File: src/rtl/prog_counter_pkg.sv
// Shared mode encodings, FSM state type and mode decode helpers for the
// programmable counter.
package prog_counter_pkg;

  localparam logic [1:0] MODE_UP_WRAP      = 2'b00;
  localparam logic [1:0] MODE_DOWN_WRAP    = 2'b01;
  localparam logic [1:0] MODE_UP_ONESHOT   = 2'b10;
  localparam logic [1:0] MODE_DOWN_ONESHOT = 2'b11;

  typedef enum logic {
    ARMED = 1'b0,
    DONE  = 1'b1
  } state_t;

  function automatic logic is_down(input logic [1:0] m);
    return m[0];
  endfunction

  function automatic logic is_oneshot(input logic [1:0] m);
    return m[1];
  endfunction

endpackage

File: src/rtl/prog_counter_presc.sv
// Prescaler: emits one tick per prescale+1 enabled cycles; clr restarts the
// phase so a load lines up the next step with a full prescale period.
module prog_counter_presc #(
  parameter int PRESCALE_W = 8
) (
  input  logic                  clk,
  input  logic                  rst_n,
  input  logic                  en,
  input  logic                  clr,
  input  logic [PRESCALE_W-1:0] prescale,
  output logic                  tick
);

  logic [PRESCALE_W-1:0] r_pcnt;
  logic                  w_hit;

  assign w_hit = (r_pcnt == prescale);
  assign tick  = en & w_hit & ~clr;

  always_ff @(posedge clk) begin
    if (!rst_n) begin
      r_pcnt <= '0;
    end else if (clr) begin
      r_pcnt <= '0;
    end else if (en) begin
      r_pcnt <= w_hit ? '0 : r_pcnt + PRESCALE_W'(1);
    end
  end

endmodule

File: src/rtl/prog_counter.sv
// Programmable up/down counter with wrap or one-shot terminal behaviour,
// prescaled stepping, synchronous load and a sticky terminal-count flag.
module prog_counter
  import prog_counter_pkg::*;
#(
  parameter int WIDTH      = 32,
  parameter int PRESCALE_W = 8
) (
  input  logic                  clk,
  input  logic                  rst_n,
  input  logic                  en,
  input  logic [1:0]            mode,
  input  logic                  load,
  input  logic [WIDTH-1:0]      load_val,
  input  logic [WIDTH-1:0]      limit,
  input  logic [PRESCALE_W-1:0] prescale,
  input  logic                  clr_sticky,
  output logic [WIDTH-1:0]      out,
  output logic                  tc,
  output logic                  wrap_sticky,
  output logic                  running
);

  state_t           r_state, w_state_nxt;
  logic [WIDTH-1:0] r_out, w_out_nxt;
  logic             r_tc, w_tc_nxt;
  logic             r_sticky, w_sticky_nxt;
  logic             r_running, w_running_nxt;
  logic             w_tick;
  logic             w_terminal;

  prog_counter_presc #(
    .PRESCALE_W(PRESCALE_W)
  ) u_presc (
    .clk      (clk),
    .rst_n    (rst_n),
    .en       (en),
    .clr      (load),
    .prescale (prescale),
    .tick     (w_tick)
  );

  // Up mode treats anything at or above limit as terminal so a loaded
  // out-of-range value still wraps back into 0..limit.
  assign w_terminal = is_down(mode) ? (r_out == '0) : (r_out >= limit);

  always_ff @(posedge clk) begin
    if (!rst_n) begin
      r_state <= ARMED;
    end else begin
      r_state <= w_state_nxt;
    end
  end

  always_comb begin
    w_state_nxt = r_state;
    if (load) begin
      w_state_nxt = ARMED;
    end else if (r_state == DONE) begin
      if (!is_oneshot(mode)) w_state_nxt = ARMED;
    end else if (w_tick && w_terminal && is_oneshot(mode)) begin
      w_state_nxt = DONE;
    end
  end

  always_comb begin
    w_out_nxt = r_out;
    w_tc_nxt  = 1'b0;
    if (load) begin
      w_out_nxt = load_val;
    end else if (r_state == ARMED && w_tick) begin
      if (w_terminal) begin
        w_tc_nxt = 1'b1;
        // One-shot parks on the terminal value; wrap jumps to the far end.
        if (is_oneshot(mode)) w_out_nxt = is_down(mode) ? '0 : limit;
        else                  w_out_nxt = is_down(mode) ? limit : '0;
      end else begin
        w_out_nxt = is_down(mode) ? r_out - WIDTH'(1) : r_out + WIDTH'(1);
      end
    end
    w_sticky_nxt  = w_tc_nxt | (r_sticky & ~clr_sticky);
    w_running_nxt = en & (w_state_nxt == ARMED);
  end

  always_ff @(posedge clk) begin
    if (!rst_n) begin
      r_out     <= '0;
      r_tc      <= 1'b0;
      r_sticky  <= 1'b0;
      r_running <= 1'b0;
    end else begin
      r_out     <= w_out_nxt;
      r_tc      <= w_tc_nxt;
      r_sticky  <= w_sticky_nxt;
      r_running <= w_running_nxt;
    end
  end

  assign out         = r_out;
  assign tc          = r_tc;
  assign wrap_sticky = r_sticky;
  assign running     = r_running;

endmodule

File: config.mk
export PLATFORM = sky130hd
export DESIGN_NAME = prog_counter
export DESIGN_NICKNAME = d
export VERILOG_FILES = /design/src/rtl/prog_counter_pkg.sv /design/src/rtl/prog_counter_presc.sv /design/src/rtl/prog_counter.sv
export SDC_FILE = /design/constraint.sdc
export NUM_CORES = 1
export LEC_CHECK = 0
export ABC_AREA = 1
export CAP_MARGIN = 0
export CORE_UTILIZATION = 54
export CTS_CLUSTER_DIAMETER = 100
export DETAILED_ROUTE_END_ITERATION = 8
export HOLD_SLACK_MARGIN = 0.15
export PLACE_DENSITY_LB_ADDON = 0.08
export SLEW_MARGIN = 20
export SYNTH_ARGS = -nofsm -noshare
export SYNTH_HDL_FRONTEND = slang
export SYNTH_SLANG_ARGS = --single-unit
File: constraint.sdc
create_clock -name clk -period 2.4 [get_ports clk]
set_input_delay 0.24 -clock clk [delete_from_list [all_inputs] [get_ports clk]]
set_output_delay 0.24 -clock clk [all_outputs]
set_load 0.02 [all_outputs]
==> run_results.csv, run 1 <==
group,metric,value,unit
detailed_routing,dr_total_vias,7001,
detailed_routing,drtIter0Drc,480,
finish,syn_to_final_growth,39.3,%
floorplan,die_area,11000,sq um
sta,setup_viol,0,
logic_synthesis,netlist_area,5740,sq um
logic_synthesis,ys.flop_type,"dfxtp_1",
sta,fin_crit_sh,0.946,
finish,drive_gt1_frac,0.127,
clock_tree,root_buffer,"clkbuf_8",
hold_path,min_path_cells,8,
finish,antennaDiodeCount,0,
clock_tree,h-tree-depth,2,
sta,min_period,2270,ps
hold_path,hp-start,"limit[29]",
worst_setup_path,rrSetupSlack,140,ps
worst_setup_path,critical_path_class,"in2reg",
detailed_routing,wl,18900,microns
hold_path,min_to,"out[29]$_SDFFE_PN0P_",
clock_tree,clock_latency,320,ps
floorplan,fp.dieW,105,microns
worst_setup_path,cp_slowest_cell,"clkdlybuf4s50_1",
finish,finalNonFillerCells,1302,
worst_setup_path,crit_buf_inv,3,
logic_synthesis,synth_nets,1119,
place,place_area,7660,sq um
sta,relSlewSlack,0.662,
global_routing,grt_overflow,0,
place,place_congestion,0.982,
sta,tightestPinTransition,506,ps
logic_synthesis,synthCells,976,
global_routing,grt_use_total,0.343,
logic_synthesis,yosysUniqueCellTypes,38,
worst_setup_path,slowest_delay,460,ps
floorplan,num_io_pins,114,
detailed_routing,drc,0,
power_and_ir_drop,ir_drop,0.260,mV
logic_synthesis,syn_avg_cell_area,5.88,sq um
logic_synthesis,ys.warnings.count,0,
logic_synthesis,ys_async_sr_fraction,0,
detailed_routing,ant_nets,0,
worst_setup_path,r2r_cells,12,
floorplan,start_util,0.556,
logic_synthesis,synthAdderAreaFrac,0.141,
global_routing,grt_first_pass_wirelength,30600,microns
finish,fillers,876,
detailed_routing,dr.pass1.iters,6,
sta,finalHoldViolCount,0,
logic_synthesis,yosys.area_share.xor_xnor,0.0351,
clock_tree,clk_pin_slew_worst_paths,100,ps
worst_setup_path,end_kind,"flip-flop",
finish,fin_area,7990,sq um
clock_tree,cts.path.max_buffers,2,
worst_setup_path,arrival,2490,ps
worst_setup_path,required,2620,ps
hold_path,worstHoldPathType,"in2reg",
clock_tree,cts_tree,"built",
place,dp.cells,1291,
place,portBuffers,113,
logic_synthesis,synth-seq-cells,44,
logic_synthesis,synth_mux_area_frac,0.00174,
place,dp_hpwl,14200,microns
worst_setup_path,path_cells,"clkdlybuf4s50_1 > inv_1 > ha_1 > a21oi_1 > o21ai_1 > nand2_1 > nand3b_1 > nor2_2 > nand2_4 > nand2_8 > clkbuf_16 > nand3_1 > nand3_1 > a21oi_1",
finish,nets,1308,
clock_tree,cts_sinks,44,
power_and_ir_drop,total_power,3.23,mW
logic_synthesis,synth_compound_area_frac,0.167,
clock_tree,tritoncts.num_buffers,5,
clock_tree,cts_setup_buffers,0,
power_and_ir_drop,pwr_density_cell,404,nW/um^2
worst_setup_path,critical_path.top_delay_family,"simple AND/OR/NAND/NOR gates",
floorplan,die_height,105,microns
logic_synthesis,synth_edf_count,0,
sta,whs,539,ps
power_and_ir_drop,power_leakage,4.11,nW
global_routing,antenna_found_initial,0,
floorplan,fp-row-count,37,
global_routing,grt_pass1_vias,6672,
logic_synthesis,synth_top_family_by_area,"simple AND/OR/NAND/NOR gates",
global_routing,grt_max_degree,41,
outcome,outcome,"completed",
sta,finalMaxSlewViolations,0,
clock_tree,cts_hold_buf,0,
sta,clock.fmax,440,MHz
job,maxCapViolCount,0,
logic_synthesis,synthSimpleGateAreaFrac,0.371,
worst_setup_path,worstReg2RegStart,"out[25]$_SDFFE_PN0P_",
detailed_routing,vias_per_cell,5.38,
detailed_routing,wl_per_cell,14.5,microns
sta,skew,6.79,ps
worst_setup_path,reg2reg_to,"out[17]$_SDFFE_PN0P_",
worst_setup_path,start_kind,"input port",
logic_synthesis,yosysSeqAreaShare,0.154,
floorplan,core_area,10300,sq um
worst_setup_path,timing.critical_path.fanout_max,6,
## routing by layer
layer | vias up | wire (microns) | part of all wire | global-route usage
met2 | 272 | 8640 | 0.46 | 0.585
li1 | 3543 | - | - | -
met5 | - | 0 | 0 | 0
met4 | 0 | 621 | 0.033 | 0.129
met1 | 3133 | 8240 | 0.44 | 0.434
met3 | 53 | 1360 | 0.072 | 0.0524
## how the worst max path moves through the flow
stage          slack [ps]  cells past startpoint                    to                start
2_1_floorplan         350                     16  out[20]$_SDFFE_PN0P_  out[0]$_SDFFE_PN0P_
3_3_place_gp         -380                     12  out[20]$_SDFFE_PN0P_              mode[0]
3_5_place_dp         -410                     12  out[20]$_SDFFE_PN0P_              mode[0]
4_1_cts                 5                     12  out[20]$_SDFFE_PN0P_              mode[0]
5_1_grt               -20                     15   out[0]$_SDFFE_PN0P_            limit[28]
6_report              130                     14  out[17]$_SDFFE_PN0P_            limit[25]
## registers in the layout, indices dropped and copies added (netlist names)
name / cells
wrap_sticky: 1
tc: 1
u_presc.r_pcnt: 8
out: 32
r_state: 1
running: 1
## layout by cell type (no fill, tap or decap), types with 3 or more instances in the layout
cell type	count
a21boi_0	22
a21oi_1	61
a21oi_2	8
buf_12	5
buf_4	87
clkbuf_16	3
clkbuf_8	5
clkdlybuf4s50_1	111
dfxtp_1	44
ha_1	61
inv_1	151
inv_2	6
nand2_1	277
nand2_2	10
nand3_1	86
nand3b_1	5
nand4_1	12
nor2_1	72
nor2_2	3
nor3_1	11
nor4_1	6
o211ai_1	22
o21a_1	13
o21ai_0	21
o21ai_1	5
o21bai_1	3
or2_1	3
or2_2	4
xnor2_1	15
xor2_1	8
## cells in the mapped netlist (2+ instances only)
master	count	area [sq um]
buf_4	3	22.5
a21oi_1	69	345
o21ai_0	22	110
nor2_1	76	285
buf_6	4	45.0
o211ai_1	22	165
a21boi_0	22	165
clkbuf_1	14	52.6
nand3b_1	5	37.5
buf_2	6	30.0
inv_1	153	574
nand2_4	2	22.5
nor3_1	11	55.1
or2_1	3	18.8
inv_2	4	15.0
nand2_1	286	1070
o21a_1	13	97.6
o21bai_1	3	22.5
nor3b_1	2	15.0
dfxtp_1	44	881
or2_2	4	25.0
buf_1	2	7.51
ha_1	63	788
nand2_2	2	12.5
o21ai_1	4	20.0
xnor2_1	15	131
xor2_1	8	70.1
nand4_1	12	75.1
nor4_1	7	43.8
nand3_1	87	435
## timing repair
action                                  CTS  global route
resized for setup                         1            37
pin swaps                                 0            12
gates cloned                              0             3
endpoints found under the setup margin    1            21
## worst min-delay path, delay by kind of cell
| family | cells | cell delay (ps) |
|---|---|---|
| AOI/OAI and AO/OA | 1 | 50 |
| buffers and inverters | 3 | 310 |
| and+or+nand+nor | 4 | 230 |
## per-stage QoR
step	worst slack (ps)	utilization	setup TNS, ps
after floorplan	351	-	0
after global placement	-380	0.742	-6100
after detailed placement	-411	0.742	-7310
after CTS	5.07	0.753	0
after global routing	-23.3	0.774	-85.2
final	129	0.774	0
## layout make-up
class | instances | area, sq um | area share
Multi-Input combinational cell | 746 | 4240 | 0.530
Tap cell | 136 | 170 | 0.0213
Timing Repair Buffer | 211 | 2000 | 0.250
Clock buffer | 5 | 68.8 | 0.00861
Clock inverter | 3 | 46.3 | 0.00579
Sequential cell | 44 | 881 | 0.110
Inverter | 157 | 589 | 0.0737
## cells by family (layout without fill, tap and decap cells)
| kind of cell | count (synthesis) | after routing |
|---|---|---|
| fa+ha+maj | 64 | 64 |
| flops | 44 | 44 |
| mux | 1 | 1 |
| simple gates | 500 | 500 |
| buf+inv | 186 | 376 |
| compound gates | 158 | 158 |
| xor+xnor | 23 | 23 |
## power by group
group	leakage (nW)	switching [mW]	internal, mW
Sequential	0.362	0.0696	0.777
Clock	0.0548	0.328	0.315
Combinational	3.69	0.930	0.812
Total	4.11	1.33	1.90
(Power assumes the default switching activity.)
==> inputs of run 2 (changes only) <==
--- a/config.mk
+++ b/config.mk
@@ -7,6 +7,7 @@
 export LEC_CHECK = 0
 export ABC_AREA = 1
 export CAP_MARGIN = 0
+export CORE_MARGIN = 2
 export CORE_UTILIZATION = 54
 export CTS_CLUSTER_DIAMETER = 100
 export DETAILED_ROUTE_END_ITERATION = 8
==> run 2 against run 1 <==
Effect of this change: global-route usage fell by 1.8 points; largest cell class unchanged; critical path depth up 1; hold slack got worse by 13 ps; power grew 1.2%; non-clock buffer count is 8 higher; clock power about the same; final area increased by 1.1%; die area up 3.8%; combinational power grew 2%; utilization up 0.88 points; largest power group unchanged; routed wire length grew 1.7%.
==> run_results.csv, run 2 (synthesized netlist as in run 1, its figures left out) <==
group,metric,value,unit
clock_tree,cts_hold_buf,0,
clock_tree,tritoncts.num_buffers,5,
clock_tree,cts_tree,"built",
place,dp_hpwl,14400,microns
sta,finalMaxSlewViolations,0,
finish,syn_to_final_growth,40.9,%
finish,final_cell_mix,"nand2_1, inv_1, clkdlybuf4s50_1",
clock_tree,clock_latency,310,ps
outcome,outcome,"completed",
sta,fin_crit_sh,0.957,
global_routing,grt_first_pass_wirelength,30300,microns
floorplan,num_io_pins,114,
finish,nets,1316,
clock_tree,cts.path.max_buffers,2,
worst_setup_path,timing.critical_path.fanout_max,7,
detailed_routing,dr_total_vias,6974,
sta,relSlewSlack,0.694,
sta,finalHoldViolCount,0,
sta,timing.final.ws_setup,104,ps
finish,drive_gt1_frac,0.137,
global_routing,grt_pass1_vias,6481,
worst_setup_path,end_kind,"flip-flop",
clock_tree,clk_pin_slew_worst_paths,110,ps
finish,antennaDiodeCount,0,
sta,clock.fmax,435,MHz
clock_tree,h-tree-depth,2,
place,portBuffers,113,
detailed_routing,wl_per_cell,14.6,microns
floorplan,start_util,0.556,
power_and_ir_drop,pwr_density_cell,405,nW/um^2
worst_setup_path,critical_path_class,"in2reg",
finish,final_common_cell,"nand2_1",
worst_setup_path,required,2600,ps
finish,fin_area,8080,sq um
floorplan,core_area,10300,sq um
worst_setup_path,arrival,2490,ps
global_routing,grt_max_degree,36,
detailed_routing,ant_nets,0,
floorplan,die_height,107,microns
power_and_ir_drop,ir_drop,0.286,mV
finish,fillers,876,
global_routing,grt_overflow,0,
place,place_area,7700,sq um
sta,tightestPinTransition,458,ps
clock_tree,cts_sinks,44,
hold_path,worstHoldPathType,"reg2reg",
global_routing,antenna_found_initial,0,
floorplan,die_area,11500,sq um
detailed_routing,drc,0,
sta,min_period,2300,ps
power_and_ir_drop,power_leakage,4.14,nW
floorplan,fp-row-count,37,
worst_setup_path,start_kind,"input port",
clock_tree,root_buffer,"clkbuf_8",
place,place_congestion,0.996,
finish,largest_reg_flops,32,
detailed_routing,vias_per_cell,5.32,
detailed_routing,wl,19200,microns
detailed_routing,drtIter0Drc,532,
place,place_ws,-365,ps
detailed_routing,dr.pass1.iters,5,
job,maxCapViolCount,0,
power_and_ir_drop,total_power,3.27,mW
global_routing,grt_use_total,0.325,
floorplan,fp.dieW,107,microns
sta,skew,5.44,ps
sta,setup_viol,0,
==> run 2: changes by cell type in the layout (fill, tap and decap cells not counted), sizes merged <==
cell           before  now
buf                95  103
clkdlybuf4s50     111  112
dlymetal6s2s        2    1
==> run 2: path summary, 6_finish.rpt <==
check                            startpoint                              to  slack [ps]  cells after the start
max                               limit[31]            out[28]$_SDFFE_PN0P_         100                     15
min          u_presc.r_pcnt[7]$_SDFFE_PP0P_  u_presc.r_pcnt[7]$_SDFFE_PP0P_         530                      2
max reg2reg             out[3]$_SDFFE_PN0P_            out[28]$_SDFFE_PN0P_         140                     17
min reg2reg  u_presc.r_pcnt[7]$_SDFFE_PP0P_  u_presc.r_pcnt[7]$_SDFFE_PP0P_         530                      2
==> run 2: critical path: stages <==
cell	delay [ps]
clkdlybuf4s50_1	450
inv_1	50
ha_1	290
nand2_1	90
nor2_2	160
nand4_1	200
nor2_1	200
nand2_2	90
nand2_4	150
nand2_8	100
buf_12	160
nand2_1	90
nand3_1	70
nand2_1	90
a21oi_1	50
==> run 2: report_power, final <==
group / total, mW / leakage, nW / internal [mW] / switching [mW]
registers: 0.846 / 0.363 / 0.778 / 0.0681
logic: 1.78 / 3.72 / 0.837 / 0.947
clock network: 0.642 / 0.0548 / 0.315 / 0.327
total: 3.27 / 4.14 / 1.93 / 1.34
==> run 2: metal layers <==
layer,share of wire,wire length [microns],vias to the layer above,GRT usage
met5,0,0,-,0
met4,0.020,383,0,0.0909
met3,0.067,1280,30,0.0359
met2,0.46,8920,267,0.551
met1,0.45,8600,3119,0.434
li1,-,-,3558,-
==> run 2: area by class of cell <==
| cell class | instances | area [sq um] | share of cell area |
|---|---|---|---|
| clock inverters | 3 | 46.3 | 0.00573 |
| well taps | 136 | 170 | 0.0210 |
| flip-flops and latches | 44 | 882 | 0.109 |
| multi-input cells | 746 | 4260 | 0.527 |
| clock buffers | 5 | 68.8 | 0.00851 |
| repair buffers | 219 | 2070 | 0.256 |
| inverters | 157 | 589 | 0.0729 |
==> run 2: what timing repair did <==
item	CTS	global route
setup endpoints to repair	1	36
gates cloned	0	3
resized for setup	1	41
setup buffers	0	2
pin swaps	0	9
==> run 2: metrics by stage <==
step | std cells | hold WS [ps] | TNS, ps | util
after floorplan | 976 | 378 | 0 | -
after global placement | 1297 | 504 | -6580 | 0.746
after detailed placement | 1297 | 507 | -7610 | 0.746
after CTS | 1305 | 522 | 0 | 0.757
after global routing | 1310 | 569 | -52.5 | 0.783
final | 1310 | 526 | 0 | 0.783
==> inputs of run 3 (changes only) <==
==> constraint.sdc (replaced) <==
create_clock -name clk -period 2.6 [get_ports clk]
set_input_delay 0.26 -clock clk [delete_from_list [all_inputs] [get_ports clk]]
set_output_delay 0.26 -clock clk [all_outputs]
set_load 0.02 [all_outputs]
==> run 3 against run 2 <==
Effect of this change: flip-flop and latch count stayed put; clock power decreased by 10%; largest cell class unchanged; final area down 6.8%; critical path type unchanged; routed wire length shrank 9.6%.
==> run_results.csv, run 3 (synthesized netlist as in run 1, its figures left out) <==
group,metric,value,unit
power_and_ir_drop,power_leakage,3.87,nW
sta,relSlewSlack,0.692,
clock_tree,cts_resized,0,
floorplan,fp-row-count,37,
floorplan,start_util,0.556,
power_and_ir_drop,ir_drop,0.208,mV
global_routing,grt_overflow,0,
sta,setup_viol,0,
job,maxCapViolCount,0,
detailed_routing,drtIter0Drc,434,
clock_tree,cts.path.max_buffers,2,
sta,rsz0062_at_grt,"false",
clock_tree,cts_setup_buffers,0,
global_routing,grt_first_pass_wirelength,28900,microns
place,place_congestion,0.967,
finish,nets,1271,
sta,min_period,2460,ps
detailed_routing,dr.pass1.iters,5,
sta,whs,515,ps
clock_tree,root_buffer,"clkbuf_8",
finish,finalNonFillerCells,1265,
finish,final_cell_mix,"nand2_1, inv_1, clkdlybuf4s50_1",
global_routing,grt_use_total,0.308,
finish,final_common_cell,"nand2_1",
hold_path,hp-start,"u_presc.r_pcnt[7]$_SDFFE_PP0P_",
sta,clock.fmax,406,MHz
sta,finalMaxSlewViolations,0,
worst_setup_path,timing.critical_path.fanout_max,17,
detailed_routing,wl_per_cell,13.7,microns
worst_setup_path,end_kind,"flip-flop",
clock_tree,cts_hold_buf,0,
detailed_routing,drc,0,
place,dp_hpwl,13900,microns
clock_tree,clk_pin_slew_worst_paths,100,ps
worst_setup_path,slowest_delay,490,ps
worst_setup_path,critical_path_class,"in2reg",
clock_tree,tritoncts.num_buffers,5,
place,portBuffers,113,
clock_tree,clock_latency,310,ps
worst_setup_path,arrival,2670,ps
clock_tree,cts_sinks,44,
floorplan,num_io_pins,114,
worst_setup_path,path_cells,"clkdlybuf4s50_1 > buf_4 > ha_1 > nand2_1 > inv_1 > a21oi_1 > nand3_1 > a21oi_2 > xor2_1 > nand2_1 > nand3_1 > a21oi_1",
worst_setup_path,startpoint,"mode[0]",
detailed_routing,dr_total_vias,6614,
hold_path,worstHoldPathType,"reg2reg",
sta,tightestPinTransition,458,ps
finish,fillers,964,
worst_setup_path,start_kind,"input port",
sta,skew,5.59,ps
global_routing,grt_max_degree,32,
detailed_routing,ant_nets,0,
finish,drive_gt1_frac,0.0762,
clock_tree,cts_tree,"built",
global_routing,grt_pass1_vias,6188,
finish,antennaDiodeCount,0,
detailed_routing,vias_per_cell,5.23,
finish,largest_reg_flops,32,
power_and_ir_drop,pwr_density_cell,374,nW/um^2
floorplan,fp.dieW,107,microns
detailed_routing,wl,17300,microns
global_routing,antenna_found_initial,0,
worst_setup_path,cp_slowest_cell,"clkdlybuf4s50_1",
floorplan,core_area,10300,sq um
floorplan,die_height,107,microns
finish,syn_to_final_growth,31.3,%
clock_tree,h-tree-depth,2,
worst_setup_path,required,2800,ps
sta,finalHoldViolCount,0,
sta,fin_crit_sh,0.948,
outcome,outcome,"completed",
place,dp.cells,1257,
floorplan,die_area,11500,sq um
worst_setup_path,worstReg2RegStart,"out[0]$_SDFFE_PN0P_",
run 3: changes by cell type in the layout (fill, tap and decap cells not counted), sizes merged:
cell | before | now
clkdlybuf4s50 | 112 | 113
dlymetal6s2s | 1 | 0
clkbuf | 8 | 5
buf | 103 | 61
run 3: final timing paths:
path | to | slack, ps | cells past startpoint
setup / recovery | out[20]$_SDFFE_PN0P_ | 140 | 12
hold / removal | u_presc.r_pcnt[7]$_SDFFE_PP0P_ | 510 | 2
setup reg to reg | out[0]$_SDFFE_PN0P_ | 300 | 17
hold reg to reg | u_presc.r_pcnt[7]$_SDFFE_PP0P_ | 510 | 2
run 3: routing by layer:
layer	wire, microns	global-route usage
met3	1030	0.0249
met4	153	0.0529
met2	7890	0.524
met1	8270	0.429
met5	0	0
run 3: critical path, delay by kind of cell:
family,cells,cell delay [ps]
AND/OR/NAND/NOR,4,550
XOR/XNOR,1,190
AO/OA/AOI/OAI,3,510
adder cells (fa/ha/maj),1,320
buffers and inverters,3,820
run 3: final cells by class:
| class | instances | area (sq um) | share of cell area |
|---|---|---|---|
| clock inverters | 3 | 46.3 | 0.00614 |
| clock buffers | 5 | 68.8 | 0.00913 |
| repair buffers | 174 | 1660 | 0.221 |
| well taps | 136 | 170 | 0.0226 |
| inverters | 157 | 589 | 0.0782 |
| flip-flops and latches | 44 | 881 | 0.117 |
| multi-input cells | 746 | 4120 | 0.546 |
run 3: stage by stage:
step                cell area (sq um)  worst slack, ps  power [mW]  setup TNS [ps]  utilization
finish                           7530              135        2.82               0        0.730
global route                     7530             3.73        3.04               0        0.730
CTS                              7530              104        2.82               0        0.729
detailed placement               7410             -213        2.24           -1040        0.718
global placement                 7410             -173        2.22            -583        0.718
floorplan                        5740              551        1.66               0            -
run 3: power by group:
part / leakage, nW / switching [mW] / internal (mW)
Clock: 0.0548 / 0.287 / 0.290
Combinational: 3.45 / 0.799 / 0.661
Sequential: 0.362 / 0.0649 / 0.718
